**src/rtl/doodle_sprite_fetch.sv**
```systemverilog
// rtl/doodle_sprite_fetch.sv - per-pixel doodle sprite RAM fetch, alignment, keying and hurt blink
//
// Purpose: once per frame latches the doodle position/facing, turns each raster
// pixel into a sprite RAM read address (mirrored when facing right), aligns the
// RAM's one-cycle read data with a delayed hit flag, drops the key colour and
// gates the result with a hurt-blink visibility window. Fixed 3-cycle latency.
//
// Ports:
//   Clk            pixel clock, all state on rising edge
//   Reset          asynchronous active-high reset
//   frame_start    one-cycle pulse at start of vertical blank
//   doodle_x/y     sprite top-left, sampled on frame_start
//   facing_left    1 = native image, 0 = mirrored, sampled on frame_start
//   hurt           one-cycle pulse, starts/restarts the blink window
//   DrawX/DrawY/de current raster position and active-region flag
//   read_address5  sprite RAM read address
//   data_Out5      sprite RAM read data (one cycle after its address)
//   pixel_rgb      sprite colour, 0 when pixel_hit = 0
//   pixel_hit      opaque visible sprite pixel at the aligned raster position
module doodle_sprite_fetch #(
  parameter int          SPR_W        = 30,
  parameter int          SPR_H        = 29,
  parameter logic [23:0] KEY_RGB      = 24'hFF00FF,
  parameter int          BLINK_FRAMES = 60,
  parameter int          BLINK_HALF   = 4
) (
  input  logic        Clk,
  input  logic        Reset,
  input  logic        frame_start,
  input  logic [9:0]  doodle_x,
  input  logic [9:0]  doodle_y,
  input  logic        facing_left,
  input  logic        hurt,
  input  logic [9:0]  DrawX,
  input  logic [9:0]  DrawY,
  input  logic        de,
  output logic [14:0] read_address5,
  input  logic [23:0] data_Out5,
  output logic [23:0] pixel_rgb,
  output logic        pixel_hit
);

  localparam int HB = $clog2(BLINK_HALF);
  localparam int PW = HB + 1;
  localparam int BW = $clog2(BLINK_FRAMES);
  localparam logic [10:0] W11 = 11'(SPR_W);
  localparam logic [10:0] H11 = 11'(SPR_H);

  typedef enum logic {SOLID = 1'b0, BLINK = 1'b1} blink_state_t;

  logic [9:0]    sx, sy;
  logic          fl;
  logic [10:0]   x11, y11, sx11, sy11, dx, dy, col;
  logic          hit_a, v_a, v_b, visible, opaque;
  logic [14:0]   addr_a;
  blink_state_t  state, state_nx;
  logic [BW-1:0] bcnt;
  logic [PW-1:0] phase;

  // Position is only sampled at frame start so the sprite never tears mid-frame.
  always_ff @(posedge Clk or posedge Reset) begin
    if (Reset) begin
      sx <= '0;
      sy <= '0;
      fl <= 1'b1;
    end else if (frame_start) begin
      sx <= doodle_x;
      sy <= doodle_y;
      fl <= facing_left;
    end
  end

  // Stage A: box test and address. 11-bit sums keep sx+SPR_W from wrapping.
  assign x11  = {1'b0, DrawX};
  assign y11  = {1'b0, DrawY};
  assign sx11 = {1'b0, sx};
  assign sy11 = {1'b0, sy};

  always_comb begin
    dx     = x11 - sx11;
    dy     = y11 - sy11;
    hit_a  = de && (x11 >= sx11) && (x11 < sx11 + W11) &&
                   (y11 >= sy11) && (y11 < sy11 + H11);
    // Stored image faces left; mirror the column when facing right.
    col    = fl ? dx : (W11 - 11'd1 - dx);
    addr_a = 15'(dy) * 15'(SPR_W) + 15'(col);
  end

  // Stages A/B/C: address, RAM latency alignment, keyed and blink-gated output.
  always_ff @(posedge Clk or posedge Reset) begin
    if (Reset) begin
      read_address5 <= '0;
      v_a           <= 1'b0;
      v_b           <= 1'b0;
      pixel_hit     <= 1'b0;
      pixel_rgb     <= '0;
    end else begin
      if (hit_a) read_address5 <= addr_a;
      v_a       <= hit_a;
      v_b       <= v_a;
      pixel_hit <= opaque;
      pixel_rgb <= opaque ? data_Out5 : 24'h0;
    end
  end

  assign opaque = v_b && visible && (data_Out5 != KEY_RGB);

  // Blink FSM: state register.
  always_ff @(posedge Clk or posedge Reset) begin
    if (Reset) state <= SOLID;
    else       state <= state_nx;
  end

  // Blink FSM: next state. A hurt in the same cycle as frame_start wins.
  always_comb begin
    state_nx = state;
    case (state)
      SOLID: if (hurt) state_nx = BLINK;
      BLINK: if (!hurt && frame_start && bcnt == '0) state_nx = SOLID;
      default: state_nx = SOLID;
    endcase
  end

  // Blink FSM: output.
  always_comb begin
    visible = 1'b1;
    if (state == BLINK) visible = ~phase[HB];
  end

  // Window length and half-period counters, advanced once per frame.
  always_ff @(posedge Clk or posedge Reset) begin
    if (Reset) begin
      bcnt  <= '0;
      phase <= '0;
    end else if (hurt) begin
      bcnt  <= BW'(BLINK_FRAMES - 1);
      phase <= '0;
    end else if (state == BLINK && frame_start) begin
      if (bcnt != '0) bcnt <= bcnt - BW'(1);
      phase <= phase + PW'(1);
    end
  end

endmodule

```
**config.mk**
```make
export PLATFORM = sky130hd
export DESIGN_NAME = doodle_sprite_fetch
export DESIGN_NICKNAME = d
export VERILOG_FILES = /design/src/rtl/doodle_sprite_fetch.sv
export SDC_FILE = /design/constraint.sdc
export NUM_CORES = 1
export LEC_CHECK = 0
export ABC_CLOCK_PERIOD_IN_PS = 15100
export BUFFER_PORTS_ARGS = -buffer_cell sky130_fd_sc_hd__buf_2
export CORE_MARGIN = 2
export CORE_UTILIZATION = 26
export CTS_BUF_LIST = sky130_fd_sc_hd__clkbuf_16
export CTS_CLUSTER_DIAMETER = 50
export DETAILED_ROUTE_END_ITERATION = 8
export SYNTH_ARGS = -nofsm -noshare
export SYNTH_HDL_FRONTEND = slang
export SYNTH_SLANG_ARGS = --single-unit
```
**constraint.sdc**
```tcl
create_clock -name Clk -period 15.1 [get_ports Clk]
set_input_delay 0 -clock Clk [delete_from_list [all_inputs] [get_ports Clk]]
set_output_delay 0 -clock Clk [all_outputs]
set_load 0.03 [all_outputs]
```
==> out/results.ini, run 1 <==
[floorplan]
dieArea_mm2 = 0.0249
std_cell_rows = 56
num_io_pins = 110
die_w_um = 158
start_util = 0.264
core_area_mm2 = 0.0233
die_h_um = 158

[sta]
slew_headroom = 0.380
worst_slack_ns = 9.79
period_share = 0.352
slew_viol_final = 0
period_needed_ns = 5.31
hold_ws_ns = 0.216
rsz0062_at_grt = false
fmax_mhz = 188
hold_violations = 0
worst_pin_slew_ns = 0.927
fin_skew_ns = 0.0109
setup_viol = 0
tns_ns = 0

[detailed_routing]
num_vias = 5089
drc = 0
routedWlPerCell_um = 12.8
vias_per_cell = 4.44
drtIter0Drc = 262
totalWireLength_mm = 14.6
drtPass1Iterations = 4
antenna_left = 0

[clock_network]
cts_resized = 0
clock_path_buffers = 2
cts_tree = yes
htree_levels = 3
cts_root_buf = clkbuf_16
cts.reportedPaths.clkPinSlew_ns = 0.07
clock_sinks = 73
numCtsBuffers = 9
insertion_delay_ns = 0.35

[logic_synthesis]
synth_area_mm2 = 0.00616
synth-edff-count = 0
syn_nets = 825
synthArstFlopShare = 1.00
ys_seq_elements = 73
synthTopCellsByArea = dfrtp_1 29%, ha_1 15%, xnor2_1 7.0%
synth.largest_area_cell = dfrtp_1
synth-seq-area-share = 0.297
yosys_warnings = 0
syn_avg_cell_area_um2 = 9.26
yosys_most_used_dff = dfrtp_1
synth.distinct_cells = 61
synth_common_cells = 80 x inv_1, 73 x ha_1, 72 x dfrtp_1, 49 x xnor2_1, 43 x nand2_1
yosys.cell_count.top_type = inv_1
netlist.area_leader.share = 0.293
netlist_instances = 665

[final_layout]
fin_nets = 983
fillers = 2422
syn2layout_area_growth_pct = 26.9
antenna_cells = 0
drive_gt1_frac = 0.187
utilization = 0.335

[job]
max_cap_violations = 0

[worst_setup_path]
regToRegSetupSlack_ns = 9.79
cp-start-kind = flop
slowest_stage = fa_1
r2r_start = sy[3]
crit_path_end_kind = flop
arrival_ns = 5.54
critPathKind = reg -> reg
crit_path_frequent_cell = inv_1
required_ns = 15.33
cpLargestDelayFamily = adder cells
r2r_end = read_address5[13]
path_cells = inv_1, ha_1, a21o_1, a21oi_1, a21boi_0, o21a_1, o21ai_0, a21oi_1, or3_1, fa_1, inv_1, fa_1, inv_1, ha_1, nor2b_1, a221oi_1, nand3_1, nor4b_1, xor2_1, mux2_2
r2r_cells = 20
critical_path_peak_fanout = 7
path_buf_inv = 3
critical_path.max_stage_delay_ns = 0.56

[hold_path]
holdPathEnd = sx[6]
hold_class = in -> reg
whs_path_depth = 3
min_from = frame_start

[grt]
grt_pass1_wl_mm = 24.4
globalRoute.totalOverflow = 0
grt_antenna_before_repair = 0
track_usage = 0.123
grt_pass1_vias = 4954
grt_max_degree = 74

[power]
peakVddDrop_uv = 196
leakage_uw = 0.00378
p_per_area_mw_per_mm2 = 263

[place]
port_buffers = 109
pre_cts_slack_ns = 9.83
dp_hpwl_mm = 11.5
gp_congestion = 0.799

[status]
status = completed

==> metal layers <==
metal | up-vias | part of all wire | global-route usage | wire length (um)
met5 | - | 0 | 0 | 0
met4 | 0 | 0.022 | 0.0476 | 315
met3 | 24 | 0.044 | 0.0271 | 649
met2 | 89 | 0.47 | 0.198 | 6910
met1 | 2353 | 0.46 | 0.160 | 6760
li1 | 2623 | - | - | -
==> cell usage in the layout (no fill, tap or decap), types with 9 or more instances in the layout <==
| master | count |
|---|---|
| nor3_1 | 22 |
| and2_1 | 25 |
| nand2_1 | 43 |
| nor2_1 | 36 |
| clkbuf_16 | 9 |
| ha_1 | 73 |
| dfrtp_1 | 72 |
| buf_2 | 109 |
| dlygate4sd3_1 | 47 |
| a21oi_1 | 29 |
| xor2_1 | 20 |
| xnor2_1 | 49 |
| nand3_1 | 15 |
| a31oi_1 | 9 |
| a21o_1 | 12 |
| o21ai_0 | 31 |
| nand2b_1 | 9 |
| fa_1 | 17 |
| inv_1 | 79 |
==> cell families after synthesis <==
group                      count (synthesis)  synth area share
adders and majority gates                 91             0.205
muxes                                     17            0.0350
xor gates and xnor gates                  69            0.0982
buffers and inverters                     91            0.0583
DFF                                       73             0.297
and+or+nand+nor                          193             0.164
AOI/OAI and AO/OA                        131             0.142
==> what timing repair did <==
action | in CTS | in global routing
hold buffers | 47 | 0
setup buffers | 0 | 0
hold endpoints to repair | 122 | 0
==> report_power, final <==
group	switching (uW)	internal, uW
Clock	96.5	114
Sequential	17.4	224
Combinational	889	715
==> worst register-to-register path: stages, from the launching register on <==
cell	delay (ns)
dfrtp_1	0.39
inv_1	0.09
ha_1	0.35
a21o_1	0.18
a21oi_1	0.20
a21boi_0	0.14
o21a_1	0.20
o21ai_0	0.22
a21oi_1	0.12
or3_1	0.48
fa_1	0.56
inv_1	0.05
fa_1	0.49
inv_1	0.04
ha_1	0.37
nor2b_1	0.19
a221oi_1	0.28
nand3_1	0.21
nor4b_1	0.21
xor2_1	0.15
mux2_2	0.27
==> metrics by stage <==
step                cell area, um2  total power [uW]  std cells
finish                        7820              2060       1147
global route                  7820              2300       1147
CTS                           7820              2080       1147
detailed placement            7060              1840       1084
global placement              7060              1830       1084
floorplan                     6160              1540        665
==> cell type report <==
| class | count | area, um2 | share of cell area |
|---|---|---|---|
| multi-input cells | 501 | 3970 | 0.508 |
| flip-flops and latches | 73 | 1830 | 0.234 |
| repair buffers | 158 | 1030 | 0.132 |
| well taps | 319 | 399 | 0.0511 |
| inverters | 80 | 300 | 0.0384 |
| clock buffers | 9 | 225 | 0.0288 |
| clock inverters | 7 | 61.3 | 0.00785 |
==> how the worst max path moves through the flow <==
stage | depth (start not counted) | endpoint | slack [ns] | startpoint
finish | 20 | read_address5[13] | 9.79 | sy[3]
global route | 22 | read_address5[13] | 9.28 | sy[0]
CTS | 23 | read_address5[13] | 9.80 | sy[0]
detailed placement | 22 | read_address5[12] | 9.83 | sy[0]
global placement | 21 | read_address5[13] | 9.92 | sy[3]
floorplan | 23 | read_address5[13] | 10.17 | sy[0]
==> sequential cells by signal, summed over array words and instances, names as in the netlist <==
signal and count:
state 1, sx 10, v_a 1, pixel_hit 1, phase 3, fl 1, sy 10, read_address5 15
v_b 1, pixel_rgb 24, bcnt 6
Power figures use the tool's default switching activity.
==> run 2, diff against run 1 <==
Settings changed: ABC_CLOCK_PERIOD_IN_PS 15100 to 4300.
Clock period 15.1 ns to 4.3 ns, I/O delays scaled along.
==> out/results.ini, run 2 (synthesis results as in run 1) <==
[status]
status = finished with violations
violations = negative setup slack

[worst_setup_path]
r2r_start = sy[0]
required_ns = 4.52  ; -10.81 ns
r2r_cells = 19  ; -5.0%
path_cells = ha_4, inv_2, fa_2, xor2_4, fa_1, inv_2, fa_1, buf_4, fa_2, nor2b_4, o21a_1, nor2_2, xnor2_1, ha_2, o41a_1, a211oi_2, nor3_2, xor2_1, mux2_4
slowest_stage = fa_1
crit_path_end_kind = flop
r2r_end = read_address5[12]
path_buf_inv = 3  ; unchanged
critPathKind = reg -> reg
worst-path-stages = 19  ; -5.0%
cpLargestDelayFamily = adder cells
cp-start-kind = flop
critical_path.max_stage_delay_ns = 0.55  ; about the same
critical_path_peak_fanout = 5  ; -2
arrival_ns = 5.02  ; -0.52 ns
regToRegSetupSlack_ns = -0.49  ; -10.28 ns

[sta]
worst_pin_slew_ns = 1.07  ; +0.143 ns
period_needed_ns = 4.79  ; -0.519 ns
hold_violations = 0  ; unchanged
fin_skew_ns = 0.00604  ; -0.00484 ns
fmax_mhz = 209  ; +11%
rsz0062_at_grt = true
slew_headroom = 0.286  ; -0.0941
worst_slack_ns = -0.491  ; -10.28 ns
setup_viol = 7  ; +7
period_share = 1.11  ; +0.763
slew_viol_final = 0  ; unchanged

[hold_path]
holdPathEnd = sy[5]
min_from = frame_start
hold_class = in -> reg
whs_path_depth = 3  ; unchanged

[clock_network]
numCtsBuffers = 9  ; unchanged
htree_levels = 3  ; unchanged
clock_path_buffers = 2  ; unchanged
cts_root_buf = clkbuf_16
cts.reportedPaths.clkPinSlew_ns = 0.06  ; about the same
cts_tree = yes
clock_sinks = 73  ; unchanged
insertion_delay_ns = 0.34  ; about the same

[detailed_routing]
totalWireLength_mm = 15.5  ; +6.2%
drc = 0  ; unchanged
drtIter0Drc = 199  ; -24%
routedWlPerCell_um = 12.5  ; -1.9%
antenna_left = 0  ; unchanged
vias_per_cell = 4.36  ; -1.7%
drtPass1Iterations = 4  ; unchanged
num_vias = 5418  ; +6.5%

[job]
max_cap_violations = 0  ; unchanged

[final_layout]
fin_nets = 1078  ; +9.7%
layout_commonest_cell = buf_2
top_regs = pixel_rgb: 24 flops, read_address5: 15 flops
largest_reg_flops = 24  ; unchanged
antenna_cells = 0  ; unchanged
largest-register = pixel_rgb
final_cell_mix = 109 x buf_2, 94 x buf_4, 72 x dfrtp_1
final_area_mm2 = 0.00906  ; +16%
drive_gt1_frac = 0.355  ; +0.168
fillers = 2298  ; -5.1%
syn2layout_area_growth_pct = 47.1

[floorplan]
start_util = 0.264  ; unchanged
core_area_mm2 = 0.0233  ; unchanged
die_w_um = 158  ; unchanged
die_h_um = 158  ; unchanged
num_io_pins = 110  ; unchanged
std_cell_rows = 56  ; unchanged
dieArea_mm2 = 0.0249  ; unchanged

[grt]
grt_pass1_wl_mm = 25.2  ; +3.3%
grt_antenna_before_repair = 0  ; unchanged
track_usage = 0.124  ; +0.00175
grt_pass1_vias = 5389  ; +8.8%
globalRoute.totalOverflow = 0  ; unchanged
grt_max_degree = 52  ; -30%

[place]
dpl-instance-area_mm2 = 0.00786  ; +11%
gp_congestion = 0.823  ; +3.1%
dp_hpwl_mm = 12.1  ; +5.2%
port_buffers = 109  ; unchanged

-- run 2: how the worst max path moves through the flow --
stage	from	to
final	sy[0]	read_address5[12]
after global routing	sy[0]	read_address5[12]
after global placement	sy[0]	read_address5[12]
after floorplan	sy[0]	read_address5[12]
after CTS	sy[0]	read_address5[12]
after detailed placement	sy[0]	read_address5[12]
-- run 2: cell type report --
| cell class | count | area, um2 | area share |
|---|---|---|---|
| well taps | 319 | 399 | 0.0441 |
| clock buffers | 9 | 225 | 0.0249 |
| multi-input cells | 501 | 4500 | 0.496 |
| flip-flops and latches | 73 | 1830 | 0.202 |
| inverters | 80 | 300 | 0.0331 |
| clock inverters | 7 | 53.8 | 0.00594 |
| repair buffers | 253 | 1760 | 0.194 |
-- run 2: metrics by stage --
step | setup WS, ns | hold WS (ns) | std cells | TNS, ns | utilization
6_report | -0.491 | 0.208 | 1242 | -2.63 | 0.388
5_1_grt | -0.679 | 0.263 | 1242 | -4.14 | 0.388
4_1_cts | -0.446 | 0.202 | 1240 | -2.22 | 0.382
3_5_place_dp | -0.528 | 0.209 | 1165 | -2.86 | 0.337
3_3_place_gp | -0.449 | 0.205 | 1165 | -2.36 | 0.337
2_1_floorplan | -0.340 | 0.117 | 665 | -1.33 | -
-- run 2: repair_timing --
item | in CTS | in global routing
hold buffers | 47 | 0
resized for setup | 42 | 27
pin swaps | 17 | 41
endpoints found under the hold margin | 100 | 0
endpoints found under the setup margin | 8 | 9
setup buffers | 13 | 3
-- run 2: tightest hold or removal path: stages --
cell     delay [ns]
buf_2          0.29
nand2_1        0.12
o21ai_0        0.06
-- run 2: layer usage --
metal	track usage	up-vias	wire, um
met5	0	-	0
met4	0.0472	0	432
met3	0.0167	31	446
met2	0.203	73	7400
met1	0.168	2498	7260
li1	-	2816	-
Power of run 2 is left out: the tool's default activity adds up to more than one toggle a clock period on the data nets, which glitch-free logic cannot reach.
